**src/rtl/age_nloop_pkg.sv**
```systemverilog
// Shared types for the nested-loop address generator:
// FSM encoding, latched configuration and per-beat sidebands.
package age_nloop_pkg;

  localparam int unsigned AGE_N_DIMS     = 3;
  localparam int unsigned NBIT_FLAT_ADDR = 20;

  typedef enum logic [1:0] {
    AGE_IDLE  = 2'd0,
    AGE_RUN   = 2'd1,
    AGE_DRAIN = 2'd2,
    AGE_DONE  = 2'd3
  } age_state_e;

  typedef struct packed {
    logic [3:0] log2_block;
    logic       lns;
    logic       acc_mode;
  } age_cfg_t;

  typedef struct packed {
    logic valid;
    logic last;
    logic acc_last;
    logic lns;
  } age_beat_t;

endpackage

```
**src/rtl/age_nloop_loop_ctr.sv**
```systemverilog
// N-deep odometer: dim 0 fastest, each dim wraps after bound-1.
// last_o marks the final tuple; inner_wrap_o marks dim 0 at bound-1.
module age_loop_ctr
  import age_nloop_pkg::*;
#(
  parameter int unsigned N_DIMS  = AGE_N_DIMS,
  parameter int unsigned NBIT_IV = 8
) (
  input  logic                      clk_i,
  input  logic                      rst_i,
  input  logic                      clr_i,
  input  logic                      en_i,
  input  logic [N_DIMS*NBIT_IV-1:0] bounds_i,
  output logic [N_DIMS*NBIT_IV-1:0] iv_o,
  output logic                      inner_wrap_o,
  output logic                      last_o
);

  logic [N_DIMS*NBIT_IV-1:0] iv_q, iv_d;
  logic [N_DIMS:0]           carry;
  logic [N_DIMS-1:0]         at_max;

  always_comb begin
    iv_d     = iv_q;
    carry    = '0;
    at_max   = '0;
    carry[0] = 1'b1;
    for (int k = 0; k < N_DIMS; k++) begin
      at_max[k] = iv_q[k*NBIT_IV +: NBIT_IV] ==
                  bounds_i[k*NBIT_IV +: NBIT_IV] - NBIT_IV'(1);
      carry[k+1] = carry[k] & at_max[k];
      if (carry[k])
        iv_d[k*NBIT_IV +: NBIT_IV] = at_max[k] ? '0 :
          iv_q[k*NBIT_IV +: NBIT_IV] + NBIT_IV'(1);
    end
  end

  always_ff @(posedge clk_i) begin
    if (rst_i || clr_i) iv_q <= '0;
    else if (en_i)      iv_q <= iv_d;
  end

  assign iv_o         = iv_q;
  assign inner_wrap_o = at_max[0];
  assign last_o       = carry[N_DIMS];

endmodule

```
**src/rtl/age_nloop.sv**
```systemverilog
// Three-stage nested-loop address generator with block-cyclic
// bank split, valid/ready output, abort and done pulse.
module age_nloop
  import age_nloop_pkg::*;
#(
  parameter int unsigned N_DIMS      = AGE_N_DIMS,
  parameter int unsigned NBIT_IV     = 8,
  parameter int unsigned NBIT_STRIDE = 16,
  parameter int unsigned NBIT_FLAT   = NBIT_FLAT_ADDR,
  parameter int unsigned N_BANKS     = 8,
  parameter int unsigned NBIT_ADDR   = 16,
  parameter int unsigned LOG_N_BANKS = $clog2(N_BANKS),
  parameter int unsigned NBIT_LNB    = $clog2(LOG_N_BANKS + 1)
) (
  input  logic                          clk_i,
  input  logic                          rst_i,
  input  logic                          start_i,
  input  logic                          abort_i,
  input  logic [N_DIMS*NBIT_IV-1:0]     bounds_i,
  input  logic [N_DIMS*NBIT_STRIDE-1:0] strides_i,
  input  logic [NBIT_FLAT-1:0]          iv_const_i,
  input  logic [NBIT_LNB-1:0]           log2_n_banks_i,
  input  logic [LOG_N_BANKS-1:0]        start_bank_i,
  input  logic [3:0]                    log2_block_i,
  input  logic                          lns_i,
  input  logic                          acc_mode_i,
  input  logic                          ready_i,
  output logic                          valid_o,
  output logic [NBIT_ADDR-1:0]          addr_o,
  output logic [N_BANKS-1:0]            bank_o,
  output logic [LOG_N_BANKS-1:0]        bank_idx_o,
  output logic                          lns_o,
  output logic                          last_o,
  output logic                          acc_last_o,
  output logic                          busy_o,
  output logic                          done_o
);

  localparam logic [1:0] S_IDLE  = AGE_IDLE;
  localparam logic [1:0] S_RUN   = AGE_RUN;
  localparam logic [1:0] S_DRAIN = AGE_DRAIN;
  localparam logic [1:0] S_DONE  = AGE_DONE;

  logic [1:0] state_q, state_d;

  age_cfg_t                      cfg_q;
  logic [N_DIMS*NBIT_IV-1:0]     bounds_q;
  logic [N_DIMS*NBIT_STRIDE-1:0] strides_q;
  logic [NBIT_FLAT-1:0]          const_q;
  logic [NBIT_LNB-1:0]           nbanks_q;
  logic [LOG_N_BANKS-1:0]        sbank_q;

  logic [N_DIMS*NBIT_IV-1:0] iv;
  logic inner_wrap, ctr_last;
  logic en, issue, launch, any_zero;

  age_beat_t            s1_q, s2_q;
  logic [NBIT_FLAT-1:0] sum_c, s1_sum_q, s2_f_q;

  logic [4:0]             sh_hi;
  logic [LOG_N_BANKS-1:0] bmask, bidx_c;
  logic [NBIT_ADDR-1:0]   addr_c;
  logic [N_BANKS-1:0]     bank_d;

  // A held output beat freezes the whole pipe, counters included.
  assign en     = !(valid_o && !ready_i);
  assign issue  = (state_q == S_RUN) && en;
  assign launch = (state_q == S_IDLE) && start_i && !abort_i;

  always_comb begin
    any_zero = 1'b0;
    for (int k = 0; k < N_DIMS; k++)
      if (bounds_i[k*NBIT_IV +: NBIT_IV] == '0) any_zero = 1'b1;
  end

  always_comb begin
    state_d = state_q;
    unique case (state_q)
      S_IDLE:  if (start_i) state_d = any_zero ? S_DONE : S_RUN;
      S_RUN:   if (issue && ctr_last) state_d = S_DRAIN;
      S_DRAIN: if (!s1_q.valid && !s2_q.valid && !valid_o)
                 state_d = S_DONE;
      S_DONE:  state_d = S_IDLE;
      default: state_d = S_IDLE;
    endcase
    if (abort_i) state_d = S_IDLE;
  end

  always_ff @(posedge clk_i) begin
    if (rst_i) state_q <= S_IDLE;
    else       state_q <= state_d;
  end

  always_ff @(posedge clk_i) begin
    if (rst_i) begin
      cfg_q     <= '0;
      bounds_q  <= '0;
      strides_q <= '0;
      const_q   <= '0;
      nbanks_q  <= '0;
      sbank_q   <= '0;
    end else if (launch) begin
      cfg_q     <= '{log2_block: log2_block_i,
                     lns: lns_i, acc_mode: acc_mode_i};
      bounds_q  <= bounds_i;
      strides_q <= strides_i;
      const_q   <= iv_const_i;
      nbanks_q  <= log2_n_banks_i;
      sbank_q   <= start_bank_i;
    end
  end

  age_loop_ctr #(
    .N_DIMS  (N_DIMS),
    .NBIT_IV (NBIT_IV)
  ) u_ctr (
    .clk_i        (clk_i),
    .rst_i        (rst_i),
    .clr_i        (launch),
    .en_i         (issue),
    .bounds_i     (bounds_q),
    .iv_o         (iv),
    .inner_wrap_o (inner_wrap),
    .last_o       (ctr_last)
  );

  always_comb begin
    sum_c = '0;
    for (int k = 0; k < N_DIMS; k++)
      sum_c = sum_c +
        NBIT_FLAT'(iv[k*NBIT_IV +: NBIT_IV]) *
        NBIT_FLAT'(strides_q[k*NBIT_STRIDE +: NBIT_STRIDE]);
  end

  // Block-cyclic split: block index picks the bank, the rest folds
  // into the intra-bank address around the in-block offset.
  always_comb begin
    sh_hi  = 5'(cfg_q.log2_block) + 5'(nbanks_q);
    bmask  = ~({LOG_N_BANKS{1'b1}} << nbanks_q);
    bidx_c = (LOG_N_BANKS'(s2_f_q >> cfg_q.log2_block) + sbank_q)
             & bmask;
    addr_c = NBIT_ADDR'(((s2_f_q >> sh_hi) << cfg_q.log2_block) |
             (s2_f_q & ~({NBIT_FLAT{1'b1}} << cfg_q.log2_block)));
    bank_d = '0;
    bank_d[bidx_c] = 1'b1;
  end

  always_ff @(posedge clk_i) begin
    if (rst_i || abort_i) begin
      s1_q       <= '0;
      s2_q       <= '0;
      valid_o    <= 1'b0;
      last_o     <= 1'b0;
      acc_last_o <= 1'b0;
      lns_o      <= 1'b0;
    end else if (en) begin
      s1_q <= '{valid:    issue,
                last:     issue & ctr_last,
                acc_last: issue & cfg_q.acc_mode & inner_wrap,
                lns:      cfg_q.lns};
      s2_q <= s1_q;
      {valid_o, last_o, acc_last_o, lns_o} <= s2_q;
    end
  end

  always_ff @(posedge clk_i) begin
    if (rst_i) begin
      s1_sum_q   <= '0;
      s2_f_q     <= '0;
      addr_o     <= '0;
      bank_idx_o <= '0;
      bank_o     <= '0;
    end else if (en && !abort_i) begin
      s1_sum_q   <= sum_c;
      s2_f_q     <= s1_sum_q + const_q;
      addr_o     <= addr_c;
      bank_idx_o <= bidx_c;
      bank_o     <= bank_d;
    end
  end

  assign busy_o = state_q != S_IDLE;
  assign done_o = state_q == S_DONE;

endmodule

```
**config.mk**
```make
export PLATFORM = sky130hd
export DESIGN_NAME = age_nloop
export DESIGN_NICKNAME = d
export VERILOG_FILES = /design/src/rtl/age_nloop_pkg.sv /design/src/rtl/age_nloop_loop_ctr.sv /design/src/rtl/age_nloop.sv
export SDC_FILE = /design/constraint.sdc
export NUM_CORES = 1
export LEC_CHECK = 0
export CAP_MARGIN = 20
export CORE_MARGIN = 10
export CORE_UTILIZATION = 40
export DETAILED_ROUTE_END_ITERATION = 7
export GPL_ROUTABILITY_DRIVEN = 0
export GPL_TIMING_DRIVEN = 0
export REMOVE_ABC_BUFFERS = 1
export SETUP_SLACK_MARGIN = 0.15
export SLEW_MARGIN = 20
export SYNTH_ARGS = -nofsm -noshare
export SYNTH_HDL_FRONTEND = slang
export SYNTH_HIERARCHICAL = 1
export SYNTH_SLANG_ARGS = --single-unit
```
**constraint.sdc**
```tcl
create_clock -name clk_i -period 8.4 [get_ports clk_i]
set_clock_uncertainty 0.15 [all_clocks]
set_input_delay 1.68 -clock clk_i [delete_from_list [all_inputs] [get_ports clk_i]]
set_output_delay 1.68 -clock clk_i [all_outputs]
set_load 0.05 [all_outputs]
```
==> results.py, run 1 <==
metrics = {
    "pwr": {
        "power.switching_w": 0.000728,
        "ir_worst_vdd_mv": 0.104,
        "power_frac_comb_pct": 14.7,
        "seq_power_share_pct": 42.2,
        "pwr-share-clk_pct": 43.1,
        "p_per_area_nw_per_um2": 102,
        "internal_power_w": 0.00188,
        "switching_share_pct": 27.9,
        "p_leak_nw": 10.9,
    },
    "final_layout": {
        "antenna_cells": 0,
        "area_delta_synth_final_pct": 12.5,
        "final_common_cell": "nand2_1",
        "num-fill-cells": 5593,
        "drive_above_1_share_pct": 4.42,
        "nNetsFinal": 3217,
        "final_cell_mix": "nand2_1 (503), inv_1 (372), fa_1 (303)",
        "postLayoutCoreUtil_pct": 45.3,
    },
    "logic_synthesis": {
        "synth.top_cells.by_area": "fa_1 (27%), dfxtp_1 (18%), nand2_1 (8.3%)",
        "synth_cells": 2661,
        "yosys_warnings": 6,
        "ys_ff_latch": 208,
        "synth-edff-count": 0,
        "ys_seq_area_share_pct": 18.4,
        "synth_top_cell_by_area": "fa_1",
        "postSynth.asyncResetShare_pct": 0,
        "synthFlopType": "dfxtp_1",
        "ys_types": 85,
        "synthesis.area_um2": 22600,
        "synth_top_area_share_pct": 26.9,
        "post_synth.cell_area_avg_um2": 8.51,
    },
    "clock_network": {
        "post_cts_resized": 0,
        "insertion_delay_ns": 0.56,
        "cts_hold_buf": 0,
        "clk_transition_reported_paths_ns": 0.06,
        "clk_path_buf_depth": 3,
        "tritoncts": "yes",
        "cts.sinks": 208,
        "htree_levels": 1,
        "cts_buffers": 26,
        "root_buffer": "clkbuf_16",
        "post-cts-setup-buffers": 0,
    },
    "timing": {
        "slew_headroom_pct": 24.1,
        "rsz0062_at_grt": "no",
        "min_period_ns": 7.40,
        "hold_viol_final": 0,
        "setup-violations-final": 0,
        "period_share_pct": 88.1,
        "maxSlewViolCount": 0,
        "max_freq_mhz": 135,
        "tightest_slew_ns": 1.14,
        "fin_tns_setup_ns": 0,
    },
    "setup_path": {
        "timing.reg2reg.setup_slack_ns": 1.00,
        "arrival_ns": 7.70,
        "cp_max_fo": 19,
        "crit_type": "reg -> reg",
        "cp-end-kind": "flip-flop",
        "critical_path.startpoint_type": "flip-flop",
        "crit_required_ns": 8.70,
    },
    "die": {
        "fp.dieArea_um2": 66500,
        "dieHeight_um": 258,
        "fp-row-count": 87,
        "start_util_pct": 40.3,
        "core_area_um2": 56200,
        "dieWidth_um": 258,
        "ios": 141,
    },
    "outcome": {
        "outcome": "completed",
    },
    "global_routing": {
        "antenna_found_initial": 0,
        "overflow": 0,
        "track_usage_pct": 18.1,
        "grt_max_degree": 122,
        "grt_pass1_wl_um": 99400,
        "grt_pass1_vias": 19000,
    },
    "job": {
        "maxCapViolations": 0,
    },
    "place": {
        "dpl.hpwl_um": 48100,
        "io_buffer_count": 140,
    },
    "route": {
        "vias_per_cell": 5.25,
        "antenna_left": 0,
        "drt_iter0_markers": 1173,
        "vias": 18300,
        "wl_um": 60500,
        "drc_errors": 0,
        "dr.pass1.iters": 5,
        "drt-wirelength-per-cell_um": 17.4,
    },
    "min_path": {
        "hold_class": "reg -> reg",
    },
}
## worst paths after layout
| check | start | endpoint | cells after the start |
|---|---|---|---|
| setup / recovery | u_ctr/iv_o[3] | s1_sum_q[19] | 22 |
| hold reg to reg | last_o | last_o | 2 |
| setup reg to reg | u_ctr/iv_o[3] | s1_sum_q[19] | 22 |
| hold / removal | last_o | last_o | 2 |
## power groups by stage
stage | clock [W] | combinational (W) | sequential [W]
4_1_cts | 0.00116 | 0.000385 | 0.00110
3_5_place_dp | 0 | 0.000384 | 0.00112
5_1_grt | 0.00120 | 0.000421 | 0.00111
6_report | 0.00113 | 0.000384 | 0.00110
3_3_place_gp | 0 | 0.000374 | 0.00112
2_1_floorplan | 0 | 0.000216 | 0.00111
## critical path, cell delays in order, from the launching register on
cell,delay (ns)
dfxtp_1,1.05
nand2_1,0.21
fa_1,0.60
inv_1,0.05
fa_1,0.48
inv_1,0.06
fa_1,0.50
fa_1,0.52
inv_1,0.06
fa_1,0.49
fa_1,0.48
inv_1,0.05
fa_1,0.50
inv_1,0.05
ha_1,0.31
o21ai_0,0.24
a21boi_0,0.15
o21a_1,0.16
o31ai_1,0.34
a21oi_1,0.15
o21ai_0,0.30
xnor2_1,0.11
a211oi_1,0.22
## kinds of logic after synthesis
logic type / count (synthesis) / synth area share (%)
AOI/OAI and AO/OA: 405 / 11.1
adders and majority gates: 409 / 32.7
xor gates and xnor gates: 91 / 3.60
muxes: 70 / 5.12
and+or+nand+nor: 966 / 20.3
buffers and inverters: 512 / 8.77
DFF: 208 / 18.4
## state kept, by name, indices dropped and copies added, names as in the netlist
signal,count
addr_o,16
s2_q,4
lns_o,1
cfg_q,6
bank_idx_o,3
valid_o,1
bank_o,8
strides_q,48
const_q,20
state_q,2
u_ctr/iv_o,24
s1_q,4
bounds_q,24
s2_f_q,20
last_o,1
sbank_q,3
nbanks_q,2
acc_last_o,1
s1_sum_q,20
## Yosys cell counts, drive strengths merged (8+ instances only)
cell type / number
nand2: 503
inv: 373
fa: 304
dfxtp: 208
and2: 201
a21oi: 200
clkbuf: 110
ha: 105
nor2: 100
xnor2: 62
o21ai: 52
mux4: 34
buf: 29
xor2: 29
mux2i: 28
nand3: 26
nor3: 26
a211oi: 20
nand4: 19
nand2b: 16
nor2b: 15
nor4: 14
a21o: 13
a31oi: 13
o21a: 11
or3: 11
and3: 10
o211ai: 9
mux2: 8
nand3b: 8
o22ai: 8
## metrics by stage
stage / std cells / power, W / setup slack, ns / area [um2] / hold slack [ns]
2_1_floorplan: 2522 / 0.00132 / 2.05 / 22100 / 0.280
3_3_place_gp: 3418 / 0.00149 / -0.920 / 24400 / 0.289
3_5_place_dp: 3428 / 0.00150 / 1.04 / 24600 / 0.293
4_1_cts: 3474 / 0.00264 / 0.998 / 25500 / 0.301
5_1_grt: 3474 / 0.00272 / 0.636 / 25500 / 0.315
6_report: 3474 / 0.00261 / 1.00 / 25500 / 0.299
## metal layers
layer	routed length, um	vias to the layer above	track usage (%)
met2	29100	458	31.0
met1	27000	9107	23.9
met3	2940	80	2.62
met4	1390	0	4.36
met5	0	-	0
li1	-	8606	-
## area by class of cell
| cell class | instances | area [um2] | share of cell area (%) |
|---|---|---|---|
| inverters | 373 | 1400 | 5.51 |
| clock buffers | 40 | 805 | 3.16 |
| well taps | 756 | 946 | 3.71 |
| clock inverters | 6 | 61.3 | 0.241 |
| repair buffers | 150 | 1580 | 6.20 |
| multi-input cells | 1941 | 16500 | 64.8 |
| flip-flops and latches | 208 | 4170 | 16.4 |
(Power assumes the default switching activity.)
==> run 2, diff against run 1 <==
--- a/config.mk
+++ b/config.mk
@@ -8,6 +8,7 @@
 export CAP_MARGIN = 20
 export CORE_MARGIN = 10
 export CORE_UTILIZATION = 40
+export CTS_BUF_LIST = sky130_fd_sc_hd__clkbuf_2 sky130_fd_sc_hd__clkbuf_4 sky130_fd_sc_hd__clkbuf_8
 export DETAILED_ROUTE_END_ITERATION = 7
 export GPL_ROUTABILITY_DRIVEN = 0
 export GPL_TIMING_DRIVEN = 0
==> run 2 against run 1 <==
Compared with the run above: global-route usage rose by 0.24 points; cell area rose by 0.18%; non-clock buffer count did not move; first-iteration DRC count rose by 1.4%; worst setup slack got worse by 0.012 ns; die area did not move; maximum frequency fell by 0.17%; combinational power barely moved; sequential share of layout area barely moved; sequential power barely moved; total power rose by 0.98%.
==> results.py, run 2 (synthesis results as in run 1) <==
metrics = {
    "route": {
        "vias": 18400,
        "drt_iter0_markers": 1190,
        "antenna_left": 0,
        "wl_um": 60700,
        "vias_per_cell": 5.26,
        "dr.pass1.iters": 5,
        "drt-wirelength-per-cell_um": 17.4,
        "drc_errors": 0,
    },
    "min_path": {
        "hold_start": "last_o",
        "hold_class": "reg -> reg",
    },
    "final_layout": {
        "final_cell_mix": "nand2_1 (503), inv_1 (372), fa_1 (303)",
        "nNetsFinal": 3230,
        "area_delta_synth_final_pct": 12.7,
        "drive_above_1_share_pct": 5.50,
        "final_common_cell": "nand2_1",
        "fin_area_um2": 25500,
        "antenna_cells": 0,
        "regMostFlops": "strides_q",
        "instances_no_fill": 3499,
        "num-fill-cells": 5597,
        "largest_register_ffs": 48,
        "postLayoutCoreUtil_pct": 45.4,
    },
    "global_routing": {
        "antenna_found_initial": 1,
        "met3_usage_pct": 3.00,
        "use_met1_pct": 23.8,
        "met2_usage_pct": 31.2,
        "grt_max_degree": 122,
        "grt_pass1_wl_um": 100000,
        "overflow": 0,
        "grt_pass1_vias": 19200,
        "track_usage_pct": 18.4,
        "top_usage_layer": "met2",
    },
    "pwr": {
        "p_per_area_nw_per_um2": 103,
        "switching_share_pct": 28.8,
        "ir_worst_vdd_mv": 0.0824,
        "p_leak_nw": 11.0,
        "pwr-share-clk_pct": 43.6,
        "power_frac_comb_pct": 14.6,
        "power.switching_w": 0.000758,
        "seq_power_share_pct": 41.8,
        "internal_power_w": 0.00188,
    },
    "clock_network": {
        "htree_levels": 2,
        "cts_hold_buf": 0,
        "cts_buffers": 39,
        "clk_path_buf_depth": 3,
        "post_cts_resized": 0,
        "root_buffer": "clkbuf_8",
        "insertion_delay_ns": 0.62,
        "cts.sinks": 208,
        "tritoncts": "yes",
        "post-cts-setup-buffers": 0,
        "clk_transition_reported_paths_ns": 0.06,
    },
    "timing": {
        "min_period_ns": 7.41,
        "max_freq_mhz": 135,
        "rsz0062_at_grt": "no",
        "period_share_pct": 88.2,
        "slew_headroom_pct": 21.7,
        "tightest_slew_ns": 1.17,
        "maxSlewViolCount": 0,
        "hold_viol_final": 0,
        "fin_tns_setup_ns": 0,
        "setup-violations-final": 0,
    },
    "setup_path": {
        "crit_type": "reg -> reg",
        "crit_end": "s1_sum_q[19]",
        "critical_path.startpoint_type": "flip-flop",
        "critPathSlowestCell": "dfxtp_1",
        "cp-end-kind": "flip-flop",
        "timing.rr.start": "u_ctr/iv_o[3]",
        "cp_max_fo": 19,
        "crit_chain": "nand2_1 -> fa_1 -> inv_1 -> fa_1 -> inv_1 -> fa_1 -> fa_1 -> inv_1 -> fa_1 -> fa_1 -> inv_1 -> fa_1 -> inv_1 -> ha_1 -> o21ai_0 -> a21boi_0 -> o21a_1 -> o31ai_1 -> a21oi_1 -> o21ai_0 -> xnor2_1 -> a211oi_1",
        "crit_start": "u_ctr/iv_o[3]",
        "timing.rr.end": "s1_sum_q[19]",
        "arrival_ns": 7.75,
        "crit_required_ns": 8.74,
        "max_stage_delay_ns": 1.08,
        "rr_worst_depth": 22,
        "timing.reg2reg.setup_slack_ns": 0.99,
        "path_common_cell": "fa_1",
    },
    "die": {
        "core_area_um2": 56200,
        "ios": 141,
        "dieWidth_um": 258,
        "fp.dieArea_um2": 66500,
        "fp-row-count": 87,
        "start_util_pct": 40.3,
        "dieHeight_um": 258,
    },
    "job": {
        "maxCapViolations": 0,
    },
    "outcome": {
        "outcome": "completed",
    },
    "place": {
        "io_buffer_count": 140,
        "placed_cells": 3428,
        "place_area_um2": 24600,
        "dpl.hpwl_um": 48100,
    },
}
-- run 2: cell count changes in the layout (fill, tap and decap cells not counted), moves of 2 or more --
cell,delta
clkinv_2,+2
clkbuf_16,-27
clkbuf_1,-5
clkbuf_4,+9
bufinv_16,+2
clkbuf_8,+43
-- run 2: per-layer routing --
metal | wire length [um] | share of wire (%)
met5 | 11 | 0.018
met2 | 29300 | 48
met3 | 3270 | 5.4
met1 | 26800 | 44
met4 | 1340 | 2.2
-- run 2: final cells by class --
type	count	area (um2)	share of cell area (%)
clock buffer	60	769	3.02
tap	756	946	3.71
timing repair buffer	150	1580	6.19
sequential	208	4170	16.3
clock inverter	11	140	0.549
multi-input combinational	1941	16500	64.7
inverter	373	1400	5.50
-- run 2: how the worst min path moves through the flow --
stage	end	slack, ns	cells past startpoint
CTS	last_o	0.30	2
finish	last_o	0.30	2
detailed placement	last_o	0.29	2
floorplan	s1_sum_q[11]	0.28	2
global route	last_o	0.32	2
global placement	s1_q[0]	0.29	2
-- run 2: critical path: cells and delay by family (launching register included) --
family / cells / cell delay (ns)
XOR/XNOR: 1 / 0.11
AO/OA/AOI/OAI: 7 / 1.55
adder cells (fa/ha/maj): 8 / 3.88
buffers and inverters: 5 / 0.28
flip-flops: 1 / 1.08
AND/OR/NAND/NOR: 1 / 0.21
-- run 2: per-stage QoR --
step                      worst slack, ns  hold slack, ns  total power (W)
after floorplan                      2.05           0.280          0.00132
after global placement             -0.920           0.289          0.00149
after detailed placement             1.04           0.293          0.00150
after CTS                            1.01           0.301          0.00267
after global routing                0.637           0.315          0.00276
final                               0.988           0.300          0.00264
-- run 2: power groups by stage --
stage / Sequential [W] / Combinational [W] / Clock [W]
global placement: 0.00112 / 0.000374 / 0
detailed placement: 0.00112 / 0.000384 / 0
CTS: 0.00110 / 0.000385 / 0.00118
floorplan: 0.00111 / 0.000216 / 0
finish: 0.00110 / 0.000385 / 0.00115
global route: 0.00111 / 0.000421 / 0.00123
